<file path="src/rtl/maze_pkg.sv">
// -----------------------------------------------------------------------------
// maze_pkg
// Shared definitions for the maze game datapath.
//   - dir_e        : direction codes carried on move/dir buses
//   - kr_state_e   : state encoding of the key_repeat controller
//   - TICKS_PER_MS : system-clock ticks per millisecond at 10 MHz
//   - helper functions for one-hot button vectors
// No ports (package).
// -----------------------------------------------------------------------------
package maze_pkg;

   typedef enum logic [1:0] {
      DIR_UP    = 2'd0,
      DIR_DOWN  = 2'd1,
      DIR_LEFT  = 2'd2,
      DIR_RIGHT = 2'd3
   } dir_e;

   typedef enum logic [2:0] {
      KR_IDLE     = 3'd0,
      KR_DEB_ARM  = 3'd1,
      KR_DEB_WAIT = 3'd2,
      KR_FIRE     = 3'd3,
      KR_REP_ARM  = 3'd4,
      KR_REP_WAIT = 3'd5,
      KR_REL_WAIT = 3'd6
   } kr_state_e;

   localparam int TICKS_PER_MS = 10000;

   // True when exactly one bit of the button vector is set
   function automatic logic isOneHot(input logic [3:0] v);
      return (v != 4'd0) && ((v & (v - 4'd1)) == 4'd0);
   endfunction

   // Index of the set bit of a one-hot button vector
   function automatic dir_e oneHotIndex(input logic [3:0] v);
      dir_e d;
      d = DIR_UP;
      if (v[1]) d = DIR_DOWN;
      if (v[2]) d = DIR_LEFT;
      if (v[3]) d = DIR_RIGHT;
      return d;
   endfunction

   // Button pattern that corresponds to holding only direction d
   function automatic logic [3:0] dirToOneHot(input dir_e d);
      return 4'd1 << d;
   endfunction

endpackage

</file>
<file path="src/rtl/sync2.sv">
// -----------------------------------------------------------------------------
// sync2
// Two-flop synchronizer for asynchronous level inputs.
// Ports:
//   i_clk  : system clock
//   i_rst  : synchronous active-high reset, clears both stages
//   i_d    : asynchronous input vector (WIDTH bits)
//   o_q    : synchronized vector, two clocks after i_d
// -----------------------------------------------------------------------------
module sync2 #(
   parameter int WIDTH = 4
) (
   input  logic             i_clk,
   input  logic             i_rst,
   input  logic [WIDTH-1:0] i_d,
   output logic [WIDTH-1:0] o_q
);

   logic [WIDTH-1:0] r_meta;
   logic [WIDTH-1:0] r_sync;

   // First stage may go metastable; second stage gives it a full cycle to settle
   always_ff @(posedge i_clk) begin
      if (i_rst) begin
         r_meta <= '0;
         r_sync <= '0;
      end else begin
         r_meta <= i_d;
         r_sync <= r_meta;
      end
   end

   assign o_q = r_sync;

endmodule

</file>
<file path="src/rtl/key_repeat.sv">
// -----------------------------------------------------------------------------
// key_repeat
// Turns the four raw direction buttons into debounced one-cycle move pulses,
// with optional hold-to-repeat. All timing is delegated to an external delay
// block: this controller loads it through o_delay_set/o_delay_ms and waits for
// i_delay_free.
// Configuration macro: KEY_AUTOREPEAT_EN
//   defined   -> holding a button repeats (FIRST_MS, then every REPEAT_MS)
//   undefined -> exactly one move per press, waits for full release
// Ports:
//   i_clk        : 10 MHz system clock
//   i_rst        : synchronous active-high reset
//   i_btn[3:0]   : raw buttons, bit0 up, bit1 down, bit2 left, bit3 right
//   o_move       : one-cycle move pulse
//   o_dir[1:0]   : direction of the last move (held between pulses)
//   o_delay_set  : one-cycle load strobe to the delay block
//   o_delay_ms   : interval for the delay block, valid with o_delay_set
//   i_delay_free : delay block idle flag
// -----------------------------------------------------------------------------
module key_repeat
   import maze_pkg::*;
#(
   parameter logic [7:0] DEBOUNCE_MS = 8'd20,
   parameter logic [7:0] FIRST_MS    = 8'd250,
   parameter logic [7:0] REPEAT_MS   = 8'd100
) (
   input  logic       i_clk,
   input  logic       i_rst,
   input  logic [3:0] i_btn,
   output logic       o_move,
   output logic [1:0] o_dir,
   output logic       o_delay_set,
   output logic [7:0] o_delay_ms,
   input  logic       i_delay_free
);

   logic [3:0] w_bs;
   kr_state_e  r_state;
   kr_state_e  w_nextState;
   dir_e       r_dirQ;
   dir_e       w_dirQNext;
   dir_e       r_dir;
   logic       r_move;
   logic       r_delaySet;
   logic [7:0] r_delayMs;
   logic       w_held;
   logic [7:0] w_delayMsNext;
`ifdef KEY_AUTOREPEAT_EN
   logic       r_firstDone;
`endif

   sync2 #(.WIDTH(4)) u_sync (
      .i_clk (i_clk),
      .i_rst (i_rst),
      .i_d   (i_btn),
      .o_q   (w_bs)
   );

   // The latched button is still the only one pressed
   assign w_held = (w_bs == dirToOneHot(r_dirQ));

   // Next-state logic; the output strobes are derived from the state being
   // entered so that they are registered and line up with ARM/FIRE cycles
   always_comb begin
      w_nextState   = r_state;
      w_dirQNext    = r_dirQ;
      w_delayMsNext = 8'd0;
      case (r_state)
         KR_IDLE: begin
            if (isOneHot(w_bs)) begin
               w_dirQNext  = oneHotIndex(w_bs);
               w_nextState = KR_DEB_ARM;
            end
         end
         KR_DEB_ARM:  w_nextState = KR_DEB_WAIT;
         KR_DEB_WAIT: begin
            if (!w_held)           w_nextState = KR_IDLE;
            else if (i_delay_free) w_nextState = KR_FIRE;
         end
`ifdef KEY_AUTOREPEAT_EN
         KR_FIRE:     w_nextState = KR_REP_ARM;
         KR_REP_ARM:  w_nextState = KR_REP_WAIT;
         KR_REP_WAIT: begin
            if (!w_held)           w_nextState = KR_IDLE;
            else if (i_delay_free) w_nextState = KR_FIRE;
         end
`else
         KR_FIRE:     w_nextState = KR_REL_WAIT;
`endif
         KR_REL_WAIT: begin
            if (w_bs == 4'd0) w_nextState = KR_IDLE;
         end
         default:     w_nextState = KR_IDLE;
      endcase

      if (w_nextState == KR_DEB_ARM) w_delayMsNext = DEBOUNCE_MS;
`ifdef KEY_AUTOREPEAT_EN
      if (w_nextState == KR_REP_ARM) w_delayMsNext = r_firstDone ? REPEAT_MS : FIRST_MS;
`endif
   end

   // State register plus registered output strobes
   always_ff @(posedge i_clk) begin
      if (i_rst) begin
         r_state    <= KR_IDLE;
         r_dirQ     <= DIR_UP;
         r_dir      <= DIR_UP;
         r_move     <= 1'b0;
         r_delaySet <= 1'b0;
         r_delayMs  <= 8'd0;
      end else begin
         r_state    <= w_nextState;
         r_dirQ     <= w_dirQNext;
         r_move     <= (w_nextState == KR_FIRE);
         r_delaySet <= (w_nextState == KR_DEB_ARM) || (w_nextState == KR_REP_ARM);
         r_delayMs  <= w_delayMsNext;
         if (w_nextState == KR_FIRE) r_dir <= r_dirQ;
      end
   end

`ifdef KEY_AUTOREPEAT_EN
   // First repeat after a fresh debounce uses the longer FIRST_MS hold time
   always_ff @(posedge i_clk) begin
      if (i_rst) begin
         r_firstDone <= 1'b0;
      end else if (w_nextState == KR_DEB_ARM) begin
         r_firstDone <= 1'b0;
      end else if (w_nextState == KR_REP_ARM) begin
         r_firstDone <= 1'b1;
      end
   end
`endif

   assign o_move      = r_move;
   assign o_dir       = r_dir;
   assign o_delay_set = r_delaySet;
   assign o_delay_ms  = r_delayMs;

endmodule

</file>
<file path="config.mk">
export PLATFORM = sky130hd
export DESIGN_NAME = key_repeat
export DESIGN_NICKNAME = d
export VERILOG_FILES = /design/src/rtl/maze_pkg.sv /design/src/rtl/sync2.sv /design/src/rtl/key_repeat.sv
export SDC_FILE = /design/constraint.sdc
export NUM_CORES = 1
export LEC_CHECK = 0
export CORE_MARGIN = 2
export CORE_UTILIZATION = 51
export DETAILED_ROUTE_END_ITERATION = 8
export PLACE_DENSITY = 0.81
export SLEW_MARGIN = 20
export SYNTH_ARGS = -nofsm -noshare
export SYNTH_HDL_FRONTEND = slang
export SYNTH_SLANG_ARGS = --single-unit
</file>
<file path="constraint.sdc">
create_clock -name i_clk -period 2.7 [get_ports i_clk]
set_input_delay 0.54 -clock i_clk [delete_from_list [all_inputs] [get_ports i_clk]]
set_output_delay 0.54 -clock i_clk [all_outputs]
set_load 0.01 [all_outputs]
</file>
### Word level (Yosys, flattened, before mapping)

Cells that the tools add are included.

| word-level totals | value |
|---|---|
| flip-flop bits (word level) | 25 |
| input port bits | 7 |
| output and inout port bits | 12 |
| logic and storage cells | 35 |

| operators by class | value |
|---|---|
| add/sub/neg operators | 1 |
| equality and inequality tests | 8 |
| shift operators | 1 |
| muxes and demuxes | 9 |
| bitwise logic cells | 1 |
| reduce and logical (&&, ||, !) cells | 7 |

Operators with widths:

| kind | number |
|---|---|
| 3-bit one-hot mux with 5 select lines | 1 |
| 3-bit two-way mux | 4 |
| 3-bit by 2-bit equality test with 1-bit output (second input constant) | 3 |
| 4-bit zero test | 2 |
| 3-bit by 1-bit equality test with 1-bit output (second input constant) | 2 |
| 3-bit equality test (second input constant) | 2 |
| 5-bit two-way mux | 1 |
| 4-bit AND | 1 |
| 4-bit equality test | 1 |
| 2-bit two-way mux | 2 |
| 4-bit nonzero test | 1 |
| 1-bit by 2-bit left shift with 4-bit output (first input constant) | 1 |
| 4-bit by 1-bit subtractor with 4-bit output (second input constant) | 1 |
| 3-bit zero test | 1 |
| 2-bit AND reduction | 1 |
| 1-bit logical AND | 1 |
| 1-bit logical OR | 1 |
| 1-bit two-way mux | 1 |

### Depth between registers and ports, before layout

Gate-level depths: netlist (run 1).

| depth | value |
|---|---|
| depth in word-level cells | 8 |
| mapped depth | 6 |
| mapped depth without buffers | 5 |

### Cells and area by module

From an unflattened synthesis (run 1), not the netlist that was laid out.

| second synthesis, totals | value |
|---|---|
| cell total of the unflattened synthesis | 82 |
| area total of the unflattened synthesis | 862.1 sq um |

By module, submodules not included:

| module | times used | cells an instance | area each (sq um) | seq. area each (sq um) |
|---|---|---|---|---|
| key_repeat | 1 | 66 | 651.9 | 200.2 |
| sync2 | 1 | 16 | 210.2 | 160.2 |

### Worst setup path before layout (run 1)

Ideal clock, no wire load.

| path | value |
|---|---|
| kind | reg-to-reg |
| start point | reg u_sync.r_sync[0] (netlist: u_sync.o_q[0]) |
| end point | reg r_dir[0] (netlist: o_dir[0]) |
| library setup time | 71 ps |
| data arrival time | 1330 ps |
| data required time | 2629 ps |
| setup slack | 1300 ps |
| stages on the path, launching flop included | 7 |
| path buffers | 1 |
| period minus slack after synthesis | 1400 ps |
| cell sequence | dfxtp_1 -> buf_6 -> nand2b_4 -> a2111oi_4 -> o211a_1 -> nand4_1 -> a21oi_1 |

| on the way | value |
|---|---|
| word-level cells in the longest chain between the ends | 7 |
| elaborated cells between the ends (all ways) | 12 |
| those cells by class | add/sub: 1; eq/ne: 2; mux: 4; bitwise: 1; reduce/logical: 4 |

RTL lines:

| what | line | source |
|---|---|---|
| start: declaration | sync2.sv:20 | `logic [WIDTH-1:0] r_sync;` |
| start signal: assignment | sync2.sv:29 | `r_sync <= r_meta;` |
| 4-bit by 1-bit subtractor with 4-bit output | maze_pkg.sv:33 | `return (v != 4'd0) && ((v & (v - 4'd1)) == 4'd0);` |
| 4-bit AND | maze_pkg.sv:33 |  |
| 4-bit zero test | maze_pkg.sv:33 |  |
| 1-bit logical AND | maze_pkg.sv:33 |  |
| 3-bit two-way mux | key_repeat.sv:70 | `if (isOneHot(w_bs)) begin` |
| 3-bit one-hot mux with 5 select lines (*) | key_repeat.sv:68 | `case (r_state)` |
| 3-bit by 2-bit equality test with 1-bit output (*) | key_repeat.sv:117 | `if (w_nextState == KR_FIRE) r_dir <= r_dirQ;` |
| end signal: assignment | key_repeat.sv:117 |  |
| end: declaration | key_repeat.sv:42 | `dir_e r_dir;` |

Every way passes the cells marked *; elsewhere a longest branch is shown, timed or not.
A chain may end at the register's enable or synchronous reset.

### Worst setup path after layout (run 1)

| path | value |
|---|---|
| start point | reg r_dir[1] (netlist: o_dir[1]) |
| end point | out o_dir[1] |

RTL lines:

| what | line | source |
|---|---|---|
| end: declaration | key_repeat.sv:31 | `output logic [1:0] o_dir,` |

No word-level cell between the ends.

==> results of run 1 <==
## synthesized netlist by cell type, drive strengths merged, types with 2 or more instances
cell,number,area [um^2]
xnor2,2,17.52
or3,2,17.52
nand4,2,12.51
nor3,4,20.02
nand2b,4,32.53
nor3b,3,22.52
a21oi,8,40.04
o21ai,3,15.01
nor2,5,18.77
dfxtp,18,360.4
inv,4,15.01
buf,11,81.33
nor2b,10,62.56
## state kept, by name, summed over array words and instances (netlist names)
signal,cells
o_delay_set,1
o_dir,2
u_sync.o_q,4
r_dirQ,2
o_delay_ms,1
r_state,3
u_sync.r_meta,4
o_move,1
## routing by layer
| metal | global-route usage | vias to the layer above | routed length, um |
|---|---|---|---|
| met5 | 0 | - | 0 |
| met4 | 0.1273 | 0 | 43 |
| met3 | 0.04000 | 5 | 77 |
| met2 | 0.2812 | 23 | 643 |
| met1 | 0.2228 | 294 | 678 |
| li1 | - | 321 | - |
## power by group through the flow
| stage | Clock (uW) | Sequential, uW | Combinational [uW] |
|---|---|---|---|
| 2_1_floorplan | 0 | 295 | 71.4 |
| 5_1_grt | 175 | 299 | 93.1 |
| 3_3_place_gp | 0 | 302 | 82.9 |
| 4_1_cts | 164 | 296 | 85.0 |
| 6_report | 159 | 296 | 84.4 |
| 3_5_place_dp | 0 | 302 | 84.1 |
## worst max-delay path by stage
stage,start,end,cells past startpoint,slack (ns)
floorplan,u_sync.o_q[0],o_dir[0],6,1.30
global placement,i_rst,o_move,3,0.98
detailed placement,i_rst,o_move,3,0.94
CTS,o_dir[1],o_dir[1],1,0.94
global route,o_dir[1],o_dir[1],1,0.91
finish,o_dir[1],o_dir[1],1,0.96
## metrics by stage
stage            util  total power, uW  std cells  hold WS [ns]  setup slack (ns)
2_1_floorplan       -            366.6         96        0.4138             1.300
3_3_place_gp   0.6084            384.7        113        0.4207            0.9768
3_5_place_dp   0.6084            386.6        113        0.4327            0.9409
4_1_cts        0.6322            545.0        117        0.4542            0.9437
5_1_grt        0.6322            566.9        117        0.4605            0.9090
6_report       0.6322            539.6        117        0.4459            0.9578
## kinds of logic after synthesis
kind of cell           count (synthesis)
AND/OR/NAND/NOR                       32
AO/OA/AOI/OAI                         20
flip-flops                            18
buffers and inverters                 16
XOR/XNOR                               3
multiplexers                           1
other                                  1
## area by class of cell
class	count	area (um^2)	share of cell area
multi-input cells	62	404.1	0.4195
flip-flops and latches	18	360.3	0.3740
repair buffers	13	127.6	0.1325
clock buffers	4	36.28	0.03766
well taps	16	20.02	0.02078
inverters	4	15.01	0.01558
==> metrics.cfg, run 1 <==
[place]
io_buffer_count = 12
place_area_um2 = 927.1
place.gp.congestion = 0.7667
hpwlAfterDp_um = 1097

[sta]
max_freq_mhz = 574.0
grt_setup_unrepaired = no
fin_crit_sh = 0.6453
hold_viol = 0
slew_violations = 0
clock_skew_ns = 0.007174
setup_viol = 0
min_period_ns = 1.742
setup_tns_ns = 0

[synthesis]
synth_top_family_by_area = simple AND/OR/NAND/NOR gates
synth-edff-count = 0
async_flop_share = 0
synth-seq-cells = 18
synth-adder-area-share = 0
synthCells = 91
ys_seq_area_frac = 0.4260
synth-simple-area-share = 0.2322
synth-compound-area-share = 0.1760
syn_avg_cell_area_um2 = 9.295
ys_warn_count = 0
synth_xor_area_frac = 0.03107
synth.distinct_cells = 33
synth-main-ff-cell = dfxtp_1
synthesis.area_um2 = 845.8
synth_mux_area_frac = 0.01183

[layout]
layout_common_cells = dfxtp_1, clkdlybuf4s50_1, nor2b_1, a21oi_1, conb_1
fin_nets = 109
syn2layout_area_growth_pct = 13.91
final_common_cell = dfxtp_1
fillCellCount = 137
postLayoutCellArea_um2 = 963.4
final_layout_size_suffix_gt1_frac = 0.07921
diodes = 0

[worst_setup_path]
r2r_cells = 5
crit_path_start_kind = flop
path_class = reg2out
crit_path_cell_trace = clkdlybuf4s50_1
crit_buf_inv = 1
critPathTopFamily = buffers and inverters
cp_slowest_cell = clkdlybuf4s50_1
r2r-end = o_move
arrival_ns = 1.20
critPathMaxFanout = 2
crit_path_end_kind = output pin
rrSetupSlack_ns = 1.09
rr_startpoint = u_sync.o_q[1]
crit_required_ns = 2.16
critical-path-max-stage-delay_ns = 0.56

[clocking]
clock_latency_ns = 0.29
cts_hold_buf = 0
h-tree-depth = 1
clock_sinks = 18
post-cts-setup-buffer-count = 0
cts.repair.resized = 0
root_buffer = clkbuf_4
cts_tree = built
clock_path_buffers = 2
numCtsBuffers = 3
clkSlewWorstSetupHoldPaths_ns = 0.09

[die]
die_area_um2 = 2000
coreArea_um2 = 1524
num_rows = 14
fp.dieH_um = 44.73
initial_core_util = 0.5550
pin_count = 19
die_w_um = 44.73

[drt]
viasPerCell = 5.496
avgRoutedWirePerCell_um = 12.32
drt-total-wl_um = 1442
drtAntennaViolNets = 0
drc_errors = 0
vias = 643
dr.first_iter.drc_count = 10
firstDrtPassIters = 4

[status]
outcome = complete, no violations

[min_path]
min_from = u_sync.r_meta[1]
hold-path-cell-count = 1
hp-class = reg2reg
hold_path_end = u_sync.o_q[1]

[pwr]
p_per_area_nw_per_um2 = 560.1
power_frac_comb = 0.156
ir_drop_v = 0.0004781
seqPwrFrac = 0.549
p_int_uw = 407.1
swShare = 0.2456
pwr-share-clk = 0.295
switchingPower_uw = 132.5
power.leakage_uw = 0.0003733

[global_routing]
grt_pass1_wl_um = 2601
grt_usage = 0.1815
grt_antenna_before_repair = 0
grt_max_degree = 11
gr-total-overflow = 0
grt_pass1_vias = 616

[flow_run]
maxCapViolations = 0

(Power assumes the default switching activity.)
==> run 2: changes to the inputs <==
--- a/config.mk
+++ b/config.mk
@@ -5,10 +5,11 @@
 export SDC_FILE = /design/constraint.sdc
 export NUM_CORES = 1
 export LEC_CHECK = 0
+export CORE_ASPECT_RATIO = 0.75
 export CORE_MARGIN = 2
-export CORE_UTILIZATION = 51
+export CORE_UTILIZATION = 43
 export DETAILED_ROUTE_END_ITERATION = 8
-export PLACE_DENSITY = 0.81
+export PLACE_DENSITY = 0.73
 export SLEW_MARGIN = 20
 export SYNTH_ARGS = -nofsm -noshare
 export SYNTH_HDL_FRONTEND = slang
==> constraint.sdc (replaced) <==
create_clock -name i_clk -period 1.6 [get_ports i_clk]
set_input_delay 0.32 -clock i_clk [delete_from_list [all_inputs] [get_ports i_clk]]
set_output_delay 0.32 -clock i_clk [all_outputs]
set_load 0.01 [all_outputs]
==> run 2 against run 1 <==
Effect of this change:
- die area rose by 17%
- clock-buffer cell count unchanged
- register-to-register slack lost 1.0 ns
- critical path type is now reg2reg
- clock skew about the same
- critical path depth is 4 higher
- sequential cell count unchanged
- utilization fell by 8.0 points
==> metrics.cfg, run 2 (synthesis gave the netlist of run 1 again) <==
[status]
outcome = complete, no violations

[clocking]
root_buffer = clkbuf_4
clock_path_buffers = 2
clkSlewWorstSetupHoldPaths_ns = 0.10
numCtsBuffers = 3
cts_tree = built
post-cts-setup-buffer-count = 0
cts_hold_buf = 0
clock_sinks = 18
clock_latency_ns = 0.29
h-tree-depth = 1
cts.repair.resized = 0

[die]
fp.dieH_um = 42.41
die_area_um2 = 2341
initial_core_util = 0.4727
num_rows = 13
pin_count = 19
coreArea_um2 = 1789
die_w_um = 55.21

[sta]
timing.hold.ws_ns = 0.4370
clock_skew_ns = 0.006723
hold_viol = 0
setup_viol = 0
fin_crit_sh = 0.9447
setup_tns_ns = 0
grt_setup_unrepaired = no
max_freq_mhz = 661.6
slew_violations = 0
min_period_ns = 1.512

[worst_setup_path]
crit_required_ns = 1.84
arrival_ns = 1.75
crit_path_start_kind = flop
crit_path_end_kind = flop
rrSetupSlack_ns = 0.09
startpoint = u_sync.o_q[3]
critPathMaxFanout = 8
path_class = reg2reg
rr_startpoint = u_sync.o_q[3]

[layout]
fin_nets = 111
layout_common_cells = dfxtp_1, clkdlybuf4s50_1, nor2b_1, a21oi_1, conb_1
final_layout_size_suffix_gt1_frac = 0.1068
diodes = 0
layoutNonFillerInstCount = 125
syn2layout_area_growth_pct = 16.72
fillCellCount = 173
postLayoutCellArea_um2 = 987.2
final_core_util = 0.5517
final_common_cell = dfxtp_1

[flow_run]
maxCapViolations = 0

[drt]
dr.max_layer_used = met4
firstDrtPassIters = 4
drtAntennaViolNets = 0
vias = 643
wl_met2_um = 675
avgRoutedWirePerCell_um = 12.43
wl_met1_um = 706
drt-total-wl_um = 1554
wl_met3_um = 163
viasPerCell = 5.144
dr.first_iter.drc_count = 21
drc_errors = 0

[pwr]
power.leakage_uw = 0.0003843
switchingPower_uw = 234.8
p_int_uw = 690.9
swShare = 0.2536
power_frac_comb = 0.165
p_per_area_nw_per_um2 = 937.7
ir_drop_v = 0.0007655
pwr-share-clk = 0.299
seqPwrFrac = 0.537

[place]
place.gp.congestion = 0.7950
place_area_um2 = 949.7
place_inst = 121
io_buffer_count = 12
hpwlAfterDp_um = 1174

[global_routing]
grt_antenna_before_repair = 0
grt_pass1_wl_um = 2339
grt_max_degree = 16
grt_pass1_vias = 549
grt_usage = 0.1310
gr-total-overflow = 0

[min_path]
min_from = u_sync.r_meta[2]
hp-class = reg2reg

-- run 2: changes by cell type in the layout (fill, tap and decap cells not counted) --
cell | previous run | this run
buf_4 | 1 | 3
dfxtp_2 | 0 | 1
dfxtp_1 | 18 | 17
-- run 2: power by group through the flow --
stage / Combinational, uW / Clock (uW) / Sequential [uW]
final: 152 / 277 / 497
after global routing: 167 / 299 / 499
after CTS: 153 / 285 / 496
after detailed placement: 152 / 0 / 506
after global placement: 147 / 0 / 504
after floorplan: 120 / 0 / 498
-- run 2: cell type report --
| cell class | instances | area [um^2] | area share |
|---|---|---|---|
| clock buffer | 4 | 36.28 | 0.03676 |
| tap | 22 | 27.53 | 0.02788 |
| sequential | 18 | 361.6 | 0.3663 |
| inverter | 4 | 15.01 | 0.01521 |
| timing repair buffer | 15 | 142.6 | 0.1445 |
| multi-input combinational | 62 | 404.1 | 0.4094 |
-- run 2: per-stage QoR --
stage | total power [uW] | setup slack [ns]
floorplan | 618.6 | 0.1996
global placement | 651.6 | 0.1426
detailed placement | 658.2 | 0.05745
CTS | 934.2 | 0.02329
global route | 965.9 | 0.01087
finish | 925.7 | 0.08847
-- run 2: routing by layer --
layer	GRT usage	vias to the layer above
met2	0.2024	31
met3	0.06481	2
li1	-	321
met1	0.1586	289
met5	0	-
met4	0.04390	0
-- run 2: path summary, 6_finish.rpt --
path,to,cells past startpoint
hold reg to reg,u_sync.o_q[2],1
setup / recovery,o_dir[1],5
setup reg to reg,o_dir[1],5
hold / removal,u_sync.o_q[2],1
-- run 2: critical path, cell delays in order, from the launching register on --
cell	delay (ns)
dfxtp_1	0.54
nor2b_1	0.27
a211o_1	0.18
o31a_1	0.20
nand4_1	0.12
a21oi_1	0.15
==> run 3: changes to the inputs <==
--- a/config.mk
+++ b/config.mk
@@ -5,11 +5,14 @@
 export SDC_FILE = /design/constraint.sdc
 export NUM_CORES = 1
 export LEC_CHECK = 0
+export CAP_MARGIN = 40
 export CORE_ASPECT_RATIO = 0.75
 export CORE_MARGIN = 2
 export CORE_UTILIZATION = 43
+export CTS_CLUSTER_SIZE = 24
 export DETAILED_ROUTE_END_ITERATION = 8
 export PLACE_DENSITY = 0.73
+export SETUP_SLACK_MARGIN = 0.3
 export SLEW_MARGIN = 20
 export SYNTH_ARGS = -nofsm -noshare
 export SYNTH_HDL_FRONTEND = slang
==> run 3 against run 2 <==
Effect of this change:
- setup slack better by 0.11 ns
- non-clock buffer count is 2 higher
- critical path depth stayed put
- critical path type unchanged
- highest routed layer unchanged
==> metrics.cfg, run 3 (synthesis gave the netlist of run 1 again) <==
[worst_setup_path]
critPathTopFamily = flip-flops
crit_path_end_kind = flop
cp_slowest_cell = dfxtp_4
crit_path_start_kind = flop
critPathMaxFanout = 6
arrival_ns = 1.64
startpoint = u_sync.o_q[1]
critical-path-max-stage-delay_ns = 0.41
crit_required_ns = 1.85
crit_buf_inv = 0
crit_path_cell_trace = xor2_2 -> mux2i_1 -> a2bb2oi_2 -> or3_4 -> a21oi_2
path_class = reg2reg
rr_startpoint = u_sync.o_q[1]

[clocking]
cts_hold_buf = 0
root_buffer = clkbuf_4
cts_tree = built
clock_latency_ns = 0.30
clock_sinks = 18
numCtsBuffers = 3
clkSlewWorstSetupHoldPaths_ns = 0.10
clock_path_buffers = 2
h-tree-depth = 1

[die]
coreArea_um2 = 1789
die_area_um2 = 2341
num_rows = 13
fp.dieH_um = 42.41
initial_core_util = 0.4727
die_w_um = 55.21
pin_count = 19

[place]
dpl_worst_slack_ns = 0.1146
place.gp.congestion = 0.7676
io_buffer_count = 12
hpwlAfterDp_um = 1095

[global_routing]
grt_pass1_vias = 643
grt_max_degree = 16
grt_usage = 0.1503
gr-total-overflow = 0
grt_pass1_wl_um = 2760
grt_antenna_before_repair = 0

[sta]
hold_viol = 0
fin_crit_sh = 0.8736
setup_tns_ns = 0
min_period_ns = 1.398
clock_skew_ns = 0.003554
slew_violations = 0
max_freq_mhz = 715.4
setup_viol = 0
worst_slack_ns = 0.2022
grt_setup_unrepaired = yes

[pwr]
p_int_uw = 690.2
seqPwrFrac = 0.534
swShare = 0.2598
p_per_area_nw_per_um2 = 900.0
ir_drop_v = 0.0007741
pwr-share-clk = 0.300
switchingPower_uw = 242.3
power.leakage_uw = 0.0004214
power_frac_comb = 0.166

[layout]
final_common_cell = dfxtp_1
layout_common_cells = dfxtp_1, nor2b_1, a21oi_1
diodes = 0
multi_input_area_um2 = 429.2
regArea_um2 = 377.9
final_layout_size_suffix_gt1_frac = 0.2476
fillCellCount = 157
syn2layout_area_growth_pct = 22.48
fin_nets = 113

[drt]
viasPerCell = 5.173
drtAntennaViolNets = 0
vias = 657
drt-total-wl_um = 1544
avgRoutedWirePerCell_um = 12.16
dr.first_iter.drc_count = 12
firstDrtPassIters = 4
drc_errors = 0

[status]
outcome = complete, no violations

[min_path]
hp-class = reg2reg
min_from = u_sync.r_meta[2]

[flow_run]
maxCapViolations = 0

run 3: cell types whose count changed in the layout (fill, tap and decap cells not counted), moves of 2 or more:
cell	before	now
clkdlybuf4s50_1	12	6
buf_4	3	5
inv_2	0	2
inv_1	4	2
o21ai_0	2	0
dfxtp_1	17	12
dfxtp_4	0	4
o21ai_1	1	3
dlygate4sd2_1	0	6
run 3: repair_timing:
| item | CTS | global route |
|---|---|---|
| gates resized for setup | 19 | 3 |
| setup endpoints to repair | 14 | 7 |
| pin swaps | 2 | 1 |
| buffers inserted | 2 | 1 |
run 3: routing by layer:
layer,track usage,routed length (um),up-vias
met1,0.1857,697,303
met4,0.05854,25,0
li1,-,-,326
met2,0.2476,709,25
met5,0,0,-
met3,0.04321,112,3
run 3: layout make-up:
class | instances | area share
multi-input cells | 62 | 0.4143
flip-flops and latches | 18 | 0.3647
repair buffers | 17 | 0.1449
clock buffers | 4 | 0.03502
well taps | 22 | 0.02657
inverters | 4 | 0.01449
run 3: through the flow:
stage | hold WS, ns | util | total power, uW | cell area, um^2 | std cells
2_1_floorplan | 0.3916 | - | 622.3 | 875.8 | 96
3_3_place_gp | 0.4196 | 0.5308 | 652.1 | 949.7 | 120
3_5_place_dp | 0.4268 | 0.5308 | 656.1 | 949.7 | 120
4_1_cts | 0.4460 | 0.5720 | 935.2 | 1023 | 126
5_1_grt | 0.4649 | 0.5790 | 980.6 | 1036 | 127
6_report | 0.4430 | 0.5790 | 932.4 | 1036 | 127
run 3: power by group through the flow:
stage	Combinational (uW)	Clock [uW]	Sequential, uW
floorplan	124	0	499
global placement	144	0	509
detailed placement	146	0	510
CTS	150	287	498
global route	171	307	502
finish	154	280	498
run 3: worst paths after layout:
path / end / depth (start not counted) / slack (ns)
worst max-delay path: o_move / 5 / 0.20
worst min-delay path: u_sync.o_q[2] / 1 / 0.44
worst max register to register: o_move / 5 / 0.20
worst min register to register: u_sync.o_q[2] / 1 / 0.44
